===== src/rtl/seg_pkg.sv =====
// Shared constants for the seven-segment display driver: digit count,
// segment patterns and the display mode encoding.
package seg_pkg;

  localparam int NUM_DIGITS = 8;

  // Segment patterns, active-high, bit0 = a .. bit6 = g, bit7 = dp (always 0)
  localparam logic [7:0] SEG_0     = 8'h3F;
  localparam logic [7:0] SEG_1     = 8'h06;
  localparam logic [7:0] SEG_2     = 8'h5B;
  localparam logic [7:0] SEG_3     = 8'h4F;
  localparam logic [7:0] SEG_4     = 8'h66;
  localparam logic [7:0] SEG_5     = 8'h6D;
  localparam logic [7:0] SEG_6     = 8'h7D;
  localparam logic [7:0] SEG_7     = 8'h07;
  localparam logic [7:0] SEG_8     = 8'h7F;
  localparam logic [7:0] SEG_9     = 8'h6F;
  localparam logic [7:0] SEG_A     = 8'h77;
  localparam logic [7:0] SEG_B     = 8'h7C;
  localparam logic [7:0] SEG_C     = 8'h39;
  localparam logic [7:0] SEG_D     = 8'h5E;
  localparam logic [7:0] SEG_E     = 8'h79;
  localparam logic [7:0] SEG_F     = 8'h71;
  localparam logic [7:0] SEG_BLANK = 8'h00;

  typedef enum logic {
    MODE_HEX = 1'b0,
    MODE_DEC = 1'b1
  } mode_e;

  // Maps one hex/BCD digit to its segment pattern
  function automatic logic [7:0] seg_decode(input logic [3:0] digit);
    logic [7:0] pattern;
    case (digit)
      4'h0:    pattern = SEG_0;
      4'h1:    pattern = SEG_1;
      4'h2:    pattern = SEG_2;
      4'h3:    pattern = SEG_3;
      4'h4:    pattern = SEG_4;
      4'h5:    pattern = SEG_5;
      4'h6:    pattern = SEG_6;
      4'h7:    pattern = SEG_7;
      4'h8:    pattern = SEG_8;
      4'h9:    pattern = SEG_9;
      4'hA:    pattern = SEG_A;
      4'hB:    pattern = SEG_B;
      4'hC:    pattern = SEG_C;
      4'hD:    pattern = SEG_D;
      4'hE:    pattern = SEG_E;
      default: pattern = SEG_F;
    endcase
    return pattern;
  endfunction

endpackage


===== src/rtl/bin2bcd.sv =====
// Iterative double-dabble: 32-bit binary to 8 BCD digits, one shift per
// clock. The final shifted value is presented combinationally together
// with done so the owner can commit on the same edge as the last shift.
module bin2bcd
  import seg_pkg::*;
(
  input  logic        clk,
  input  logic        rst,
  input  logic        start,
  input  logic        abort,
  input  logic [31:0] bin,
  output logic        busy,
  output logic        done,
  output logic        overflow,
  output logic [31:0] bcd
);

  localparam logic [31:0] MAX_DEC = 32'd99_999_999;

  logic        running;
  logic [4:0]  step_cnt;
  logic [31:0] bin_sr;
  logic [31:0] bcd_sr;
  logic [31:0] adjusted;
  logic [31:0] bin_next;
  logic [31:0] bcd_next;
  logic        ovf_r;

  // Add-3 correction on every BCD digit of 5 or more before the shift
  always_comb begin
    adjusted = bcd_sr;
    for (int i = 0; i < NUM_DIGITS; i++) begin
      if (bcd_sr[4*i +: 4] >= 4'd5) begin
        adjusted[4*i +: 4] = bcd_sr[4*i +: 4] + 4'd3;
      end
    end
  end

  assign {bcd_next, bin_next} = {adjusted, bin_sr} << 1;

  assign busy     = running;
  assign done     = running && (step_cnt == 5'd31);
  assign overflow = ovf_r;
  assign bcd      = bcd_next;

  // Conversion sequencer: start (re)loads, abort cancels, else shift once
  always_ff @(posedge clk or posedge rst) begin
    if (rst) begin
      running  <= 1'b0;
      step_cnt <= '0;
      bin_sr   <= '0;
      bcd_sr   <= '0;
      ovf_r    <= 1'b0;
    end else if (start) begin
      running  <= 1'b1;
      step_cnt <= '0;
      bin_sr   <= bin;
      bcd_sr   <= '0;
      ovf_r    <= (bin > MAX_DEC);
    end else if (abort) begin
      running  <= 1'b0;
    end else if (running) begin
      bin_sr   <= bin_next;
      bcd_sr   <= bcd_next;
      step_cnt <= step_cnt + 5'd1;
      if (step_cnt == 5'd31) begin
        running <= 1'b0;
      end
    end
  end

endmodule


===== src/rtl/seg_display_driver.sv =====
// Eight-digit multiplexed seven-segment driver: two groups of four digits
// scanned in parallel, hex or decimal display with leading-zero blanking.
module seg_display_driver
  import seg_pkg::*;
#(
  parameter int SCAN_DIV = 50000
) (
  input  logic            clk,
  input  logic            rst,
  input  logic            load,
  input  logic            mode,
  input  logic [31:0]     data,
  input  logic            en,
  output logic            busy,
  output logic [1:0][7:0] seg,
  output logic [1:0][3:0] seg_sel
);

  localparam int CNT_W = $clog2(SCAN_DIV);

  mode_e                      load_mode;
  logic                       conv_start;
  logic                       conv_abort;
  logic                       conv_done;
  logic                       conv_ovf;
  logic [31:0]                conv_bcd;
  logic [NUM_DIGITS-1:0][3:0] digits;
  logic                       ovf_disp;
  logic [NUM_DIGITS-1:0]      blank;
  logic                       upper_zero;
  logic [CNT_W-1:0]           scan_cnt;
  logic [1:0]                 index;
  logic [2:0]                 lo_idx;
  logic [2:0]                 hi_idx;

  assign load_mode  = mode_e'(mode);
  assign conv_start = load && (load_mode == MODE_DEC);
  assign conv_abort = load && (load_mode == MODE_HEX);

  bin2bcd u_bin2bcd (
    .clk      (clk),
    .rst      (rst),
    .start    (conv_start),
    .abort    (conv_abort),
    .bin      (data),
    .busy     (busy),
    .done     (conv_done),
    .overflow (conv_ovf),
    .bcd      (conv_bcd)
  );

  // Digit register: hex loads commit at once, decimal results commit whole
  // on the last conversion step unless a newer load supersedes them
  always_ff @(posedge clk or posedge rst) begin
    if (rst) begin
      digits   <= '0;
      ovf_disp <= 1'b0;
    end else if (conv_abort) begin
      digits   <= data;
      ovf_disp <= 1'b0;
    end else if (conv_done && !load) begin
      if (conv_ovf) begin
        digits   <= {4'hE, 28'h0};
        ovf_disp <= 1'b1;
      end else begin
        digits   <= conv_bcd;
        ovf_disp <= 1'b0;
      end
    end
  end

  // Blank every digit above the most significant non-zero one (D0 stays
  // lit); overflow lights only the "E" on D7
  always_comb begin
    blank      = '0;
    upper_zero = 1'b1;
    if (ovf_disp) begin
      blank = 8'h7F;
    end else begin
      for (int i = NUM_DIGITS - 1; i > 0; i--) begin
        upper_zero = upper_zero && (digits[i] == 4'h0);
        blank[i]   = upper_zero;
      end
    end
  end

  // Scan timebase: advance the digit index once per SCAN_DIV clocks
  always_ff @(posedge clk or posedge rst) begin
    if (rst) begin
      scan_cnt <= '0;
      index    <= '0;
    end else if (scan_cnt == CNT_W'(SCAN_DIV - 1)) begin
      scan_cnt <= '0;
      index    <= index + 2'd1;
    end else begin
      scan_cnt <= scan_cnt + CNT_W'(1);
    end
  end

  assign lo_idx = {1'b0, index};
  assign hi_idx = {1'b1, index};

  // Registered segment and select outputs for both digit groups
  always_ff @(posedge clk or posedge rst) begin
    if (rst) begin
      seg     <= '0;
      seg_sel <= '0;
    end else if (en) begin
      seg_sel[0] <= 4'b0001 << index;
      seg_sel[1] <= 4'b0001 << index;
      seg[0]     <= blank[lo_idx] ? SEG_BLANK : seg_decode(digits[lo_idx]);
      seg[1]     <= blank[hi_idx] ? SEG_BLANK : seg_decode(digits[hi_idx]);
    end else begin
      seg     <= '0;
      seg_sel <= '0;
    end
  end

endmodule

===== config.mk =====
export PLATFORM = sky130hd
export DESIGN_NAME = seg_display_driver
export DESIGN_NICKNAME = d
export VERILOG_FILES = /design/src/rtl/seg_pkg.sv /design/src/rtl/bin2bcd.sv /design/src/rtl/seg_display_driver.sv
export SDC_FILE = /design/constraint.sdc
export NUM_CORES = 1
export LEC_CHECK = 0
export BUFFER_PORTS_ARGS = -buffer_cell sky130_fd_sc_hd__buf_2
export CAP_MARGIN = 20
export CORE_AREA = 2 2 123 125
export CTS_BUF_LIST = sky130_fd_sc_hd__clkbuf_8
export DETAILED_ROUTE_END_ITERATION = 7
export DIE_AREA = 0 0 125 127
export PLACE_DENSITY_LB_ADDON = 0.12
export SLEW_MARGIN = 15
export SYNTH_ARGS = -nofsm -noshare
export SYNTH_HDL_FRONTEND = slang
export SYNTH_SLANG_ARGS = --single-unit

===== constraint.sdc =====
create_clock -name clk -period 4.8 [get_ports clk]
set_clock_uncertainty 0.05 [all_clocks]
set_input_delay 0 -clock clk [delete_from_list [all_inputs] [get_ports clk]]
set_output_delay 0 -clock clk [all_outputs]
set_load 0.005 [all_outputs]

After elaboration in Yosys (flattened, before gate mapping) --
Memory sizes are Yosys's and may differ from the RTL's. Cells that the tools add are included.
Storage, ports and cells: RAM bits 0, bits in registers 146, word-level logic and storage cells 112, bits in latches 0, output and inout port bits 25, input bits 37, bits in read-only memories 224, memories 2
Memories:
- (no name shown) | depth 16, width 7, rd ports 1, clocked after memory_dff 0, wr ports 0, line seg_pkg.sv:34 | case (digit)
- (no name shown) | depth 16, width 7, rd ports 1, clocked after memory_dff 0, wr ports 0, line seg_pkg.sv:34
Operators by class: shift-type cells 1, mux-type cells 42, bitwise operators 1, div/mod/pow operators 0, reductions and logical operators 21, magnitude comparators 11, equal/unequal tests 3, add/subtract/negate cells 11, $mul 0
Operator list (number):
- 32-bit two-way mux | 9
- 4-bit two-way mux | 9
- 4-bit by 3-bit greater-or-equal comparator with 1-bit output, second input constant | 8
- 32-bit by 27-bit > comparator with 1-bit output, second input constant | 1
- 16-bit two-way mux | 2
- 4-bit by 2-bit adder with 4-bit output, second input constant | 7
- 4-bit zero test | 7
- 8-bit two-way mux | 3
- 16-bit by 1-bit adder with 16-bit output, second input constant | 1
- 4-bit binary-select mux with 2-bit select | 2
- 16-bit == test, second input constant | 1
- 5-bit two-way mux | 3
- 1-bit logical AND | 10
- 1-bit two-way mux | 10
- 7-bit two-way mux | 1
- 5-bit by 1-bit adder with 5-bit output, second input constant | 1
- 5-bit == test, second input constant | 1
- 1-bit binary-select mux with 2-bit select | 2
- 2-bit by 4-bit < comparator with 1-bit output, second input constant | 1
- 3-bit by 4-bit < comparator with 1-bit output, second input constant | 1
- 2-bit nonzero test | 2
- 1-bit by 2-bit left shift with 4-bit output, first input constant | 1
- 3-bit by 2-bit adder with 3-bit output, second input constant | 1
- 3-bit two-way mux | 1
- other kinds (5) | 5

Logic depth before layout (Yosys ltp) --
word-level depth 12, gate-level depth with buffers 9, depth with buffers taken out 8

By module --
Synthesis repeated with hierarchy kept, for this count alone.
Second synthesis, totals: cell total of the unflattened synthesis 816, area total of the unflattened synthesis 7882.6 µm²
By module, submodules not included:
- seg_display_driver | area each 3966.3 µm², seq. area each 1726.7 µm², cells an instance 399, instances 1
- bin2bcd | area each 3916.3 µm², seq. area each 1776.7 µm², cells an instance 417, instances 1

Worst setup path after synthesis --
No wires, ideal clock.
path type register to register, from reg index[0], to reg seg[3] in the netlist's numbering, setup slack 2.661 ns, required time 4.678 ns, data arrival time 2.017 ns, setup time 0.072 ns, clock period less this slack 2.139 ns, path buffers 1, stages on the path, launching flop included 8, cell sequence dfrtp_1 -> buf_6 -> mux4_1 -> inv_1 -> ha_1 -> inv_1 -> mux4_2 -> nor2_1
On the way: cells in the longest elaborated chain, start to end 5, elaborated cells on any way between the ends 7, classes of those cells mux: 6; memory: 1
RTL lines:
- start: declaration | line seg_display_driver.sv:32 | logic [1:0] index;
- start signal: assignment | line seg_display_driver.sv:94 | index <= index + 2'd1;
- 4-bit binary-select mux with 2-bit select | line seg_display_driver.sv:111 | seg[0] <= blank[lo_idx] ? SEG_BLANK : seg_decode(digits[lo_idx]);
- 4-bit two-way mux (implied by the code) | line seg_display_driver.sv:111
- memory 16 x 7 bit
- 8-bit two-way mux * | line seg_display_driver.sv:111
- 16-bit two-way mux * | line seg_display_driver.sv:108 | end else if (en) begin
- end: declaration | line seg_display_driver.sv:15 | output logic [1:0][7:0] seg,
Mark *: on every way between the ends. The rest lies on a longest branch, timed or not. The select of a mux whose other input is x is not followed. A chain may end at the register's enable or synchronous reset.

Worst setup path after layout --
from reg index[0], to reg seg[0] in the netlist's numbering
The elaborated chain is that of the path after synthesis.

==> impl_metrics.ini <==
[pwr]
peakVddDrop_v = 0.0001607
finalPower_mw = 2.753
cellLeakagePower_nw = 3.756
power-per-cell-area_nw_per_um2 = 329.9

[clocking]
clock_latency_ns = 0.45
cts_buffers = 17
ctsResizeCount = 0
clockBufferDepth = 2
clkSinkCount = 140
cts_tree = built
cts-root-buf = clkbuf_8
htree_levels = 4
cts.clk_slew.worst_paths_ns = 0.08

[synth]
synth.top_cells.by_count = dfrtp_1, nand2_1, o21ai_0
syn_inst = 727
yosysUniqueCellTypes = 52
synth_edf_count = 0
synthFlopType = dfrtp_1
syn_area_um2 = 7198
synth_area_leader_cell = dfrtp_1
ys_seq_area_share_pct = 48.67
synth_area_per_cell_um2 = 9.901
ys_ff_latch = 140
ys_warn_count = 0
synth_most_common_cell = dfrtp_1
synthArstFlopShare_pct = 100.0
netlist.area_leader.share_pct = 48.67
ys_top_cells_by_area = dfrtp_1, nand2_1, a22oi_1, ha_1, o21ai_0

[placement]
gp_congestion = 0.8183
port_buffers = 59
hpwlAfterDp_um = 11370
dpl_cell_area_um2 = 7582

[cells_and_area]
fillers = 1272
fin_nets = 876
antenna_cells = 0
stdcell_area_um2 = 8344
area_delta_synth_final_pct = 15.92
drive_above_1_share_pct = 15.26

[sta]
setup_viol = 0
timing.final.crit_share_pct = 56.83
finalHoldViolations = 0
relSlewSlack_pct = 32.44
fin_crit_ns = 2.728
clock.fmax_mhz = 366.6
rsz0062_at_grt = no
worstMarginPinSlew_ns = 1.013
drv_slew = 0
setup-tns-final_ns = 0

[grt]
grt_overflow = 0
grt_antenna_before_repair = 0
grt_max_degree = 105
track_usage_pct = 22.77
grt_pass1_vias = 5704
grt_pass1_wl_um = 29010

[floorplanning]
io-pin-count = 62
die-area_um2 = 15880
placeableCoreArea_um2 = 14420
die_h_um = 127
num_rows = 44
die_w_um = 125
start_util_pct = 49.90

[critical_path]
arrival_ns = 3.00
path_class = flip-flop to flip-flop
critPathCaptureType = flip-flop
start_kind = flip-flop
crit_fanout = 22
crit_required_ns = 5.07

[run_status]
status = completed

[detailed_routing]
drtIter0Drc = 504
firstDrtPassIters = 6
drt_wl_total_um = 17070
avgViaCountPerCell = 5.713
vias = 5730
drc = 0
ant_nets = 0
wl_per_cell_um = 17.02

[job]
maxCapViolCount = 0

[min_path]
hp-class = input pin to async pin
## per-stage QoR
step	cells	setup WS, ns	util (%)	hold WS, ns
after floorplan	728	0.9971	-	0.07811
after global placement	935	2.213	52.57	0.2033
after detailed placement	935	2.107	52.57	0.2133
after CTS	1003	2.096	57.85	0.2505
after global routing	1003	1.797	57.85	0.2890
final	1003	2.072	57.85	0.2570
## cell usage in the layout, fill, tap and decap left out, drive strengths merged, types with 7 or more instances in the layout
cell	instances
mux4	8
nor2b	12
a221oi	8
clkbuf	18
xor2	9
inv	33
nand2	115
nor3b	12
o21ai	71
nor4	8
dlygate4sd3	36
nand2b	9
nand4	8
a22oi	57
a21oi	32
xnor2	16
nor2	37
dfrtp	140
mux2	8
buf	65
ha	33
mux2i	7
nand3	10
a22o	9
clkinv	9
## report_power, final
part	leakage (nW)	internal, mW	switching (mW)
logic	1.74	0.175	0.232
clock network	0.218	0.520	0.454
registers	1.80	1.29	0.0833
total	3.76	1.98	0.769
## registers in the layout, indices dropped and copies added, names as in the netlist
signal and count:
u_bin2bcd.step_cnt 5, u_bin2bcd.overflow 1, scan_cnt 16, ovf_disp 1, digits 32, seg 14, index 2, u_bin2bcd.bin_sr 32
u_bin2bcd.busy 1, seg_sel 4, u_bin2bcd.bcd_sr 32
## layout make-up
| type | instances | area, um^2 | share of cell area (%) |
|---|---|---|---|
| Timing Repair Buffer | 101 | 700.7 | 8.397 |
| Sequential cell | 140 | 3503 | 41.99 |
| Multi-Input combinational cell | 515 | 3387 | 40.59 |
| Tap cell | 184 | 230.2 | 2.759 |
| Clock buffer | 18 | 247.7 | 2.969 |
| Clock inverter | 14 | 153.9 | 1.844 |
| Inverter | 31 | 121.4 | 1.454 |
## critical path, cell delays in order (launching register included)
cell and delay, ns:
dfrtp_1 0.91, mux4_1 0.75, inv_1 0.15, ha_1 0.27, inv_1 0.11, nor2_1 0.11
a21oi_1 0.04, o21ai_0 0.15, a211oi_1 0.06
## layer usage
layer | vias to the layer above | share of wire (%) | track usage [%]
met5 | - | 0 | 0
met4 | 0 | 1.5 | 7.974
met3 | 21 | 4.5 | 4.020
met2 | 170 | 47 | 36.92
met1 | 2804 | 47 | 31.24
li1 | 2735 | - | -
## path summary, 6_finish.rpt
| path | start | end | slack [ns] | cells past startpoint |
|---|---|---|---|---|
| max | index[0]$_DFFE_PP0N_ | seg[0]$_DFF_PP0_ | 2.07 | 8 |
| max reg2reg | index[0]$_DFFE_PP0N_ | seg[0]$_DFF_PP0_ | 2.07 | 8 |
| min | rst | u_bin2bcd.bin_sr[11]$_DFFE_PP0P_ | 0.26 | 3 |
| min reg2reg | u_bin2bcd.bin_sr[7]$_DFFE_PP0P_ | u_bin2bcd.bin_sr[7]$_DFFE_PP0P_ | 0.43 | 2 |
| min in group clk | data[2] | u_bin2bcd.bin_sr[2]$_DFFE_PP0P_ | 0.29 | 4 |
| max in group asynchronous | rst | seg[0]$_DFF_PP0_ | 3.45 | 4 |
## cells by family after synthesis
group           share of synthesized area [%]
compound gates                          17.50
buf+inv                                 4.624
other cells                           0.05210
fa+ha+maj                               5.736
mux                                     4.884
xor+xnor                                3.042
simple gates                            15.49
flops                                   48.67
## what timing repair did
| action | in CTS | in global routing |
|---|---|---|
| hold buffers | 36 | 0 |
| setup buffers | 0 | 0 |
| hold endpoints to repair | 182 | 0 |
Note: power is estimated with default switching activity, not from simulation.
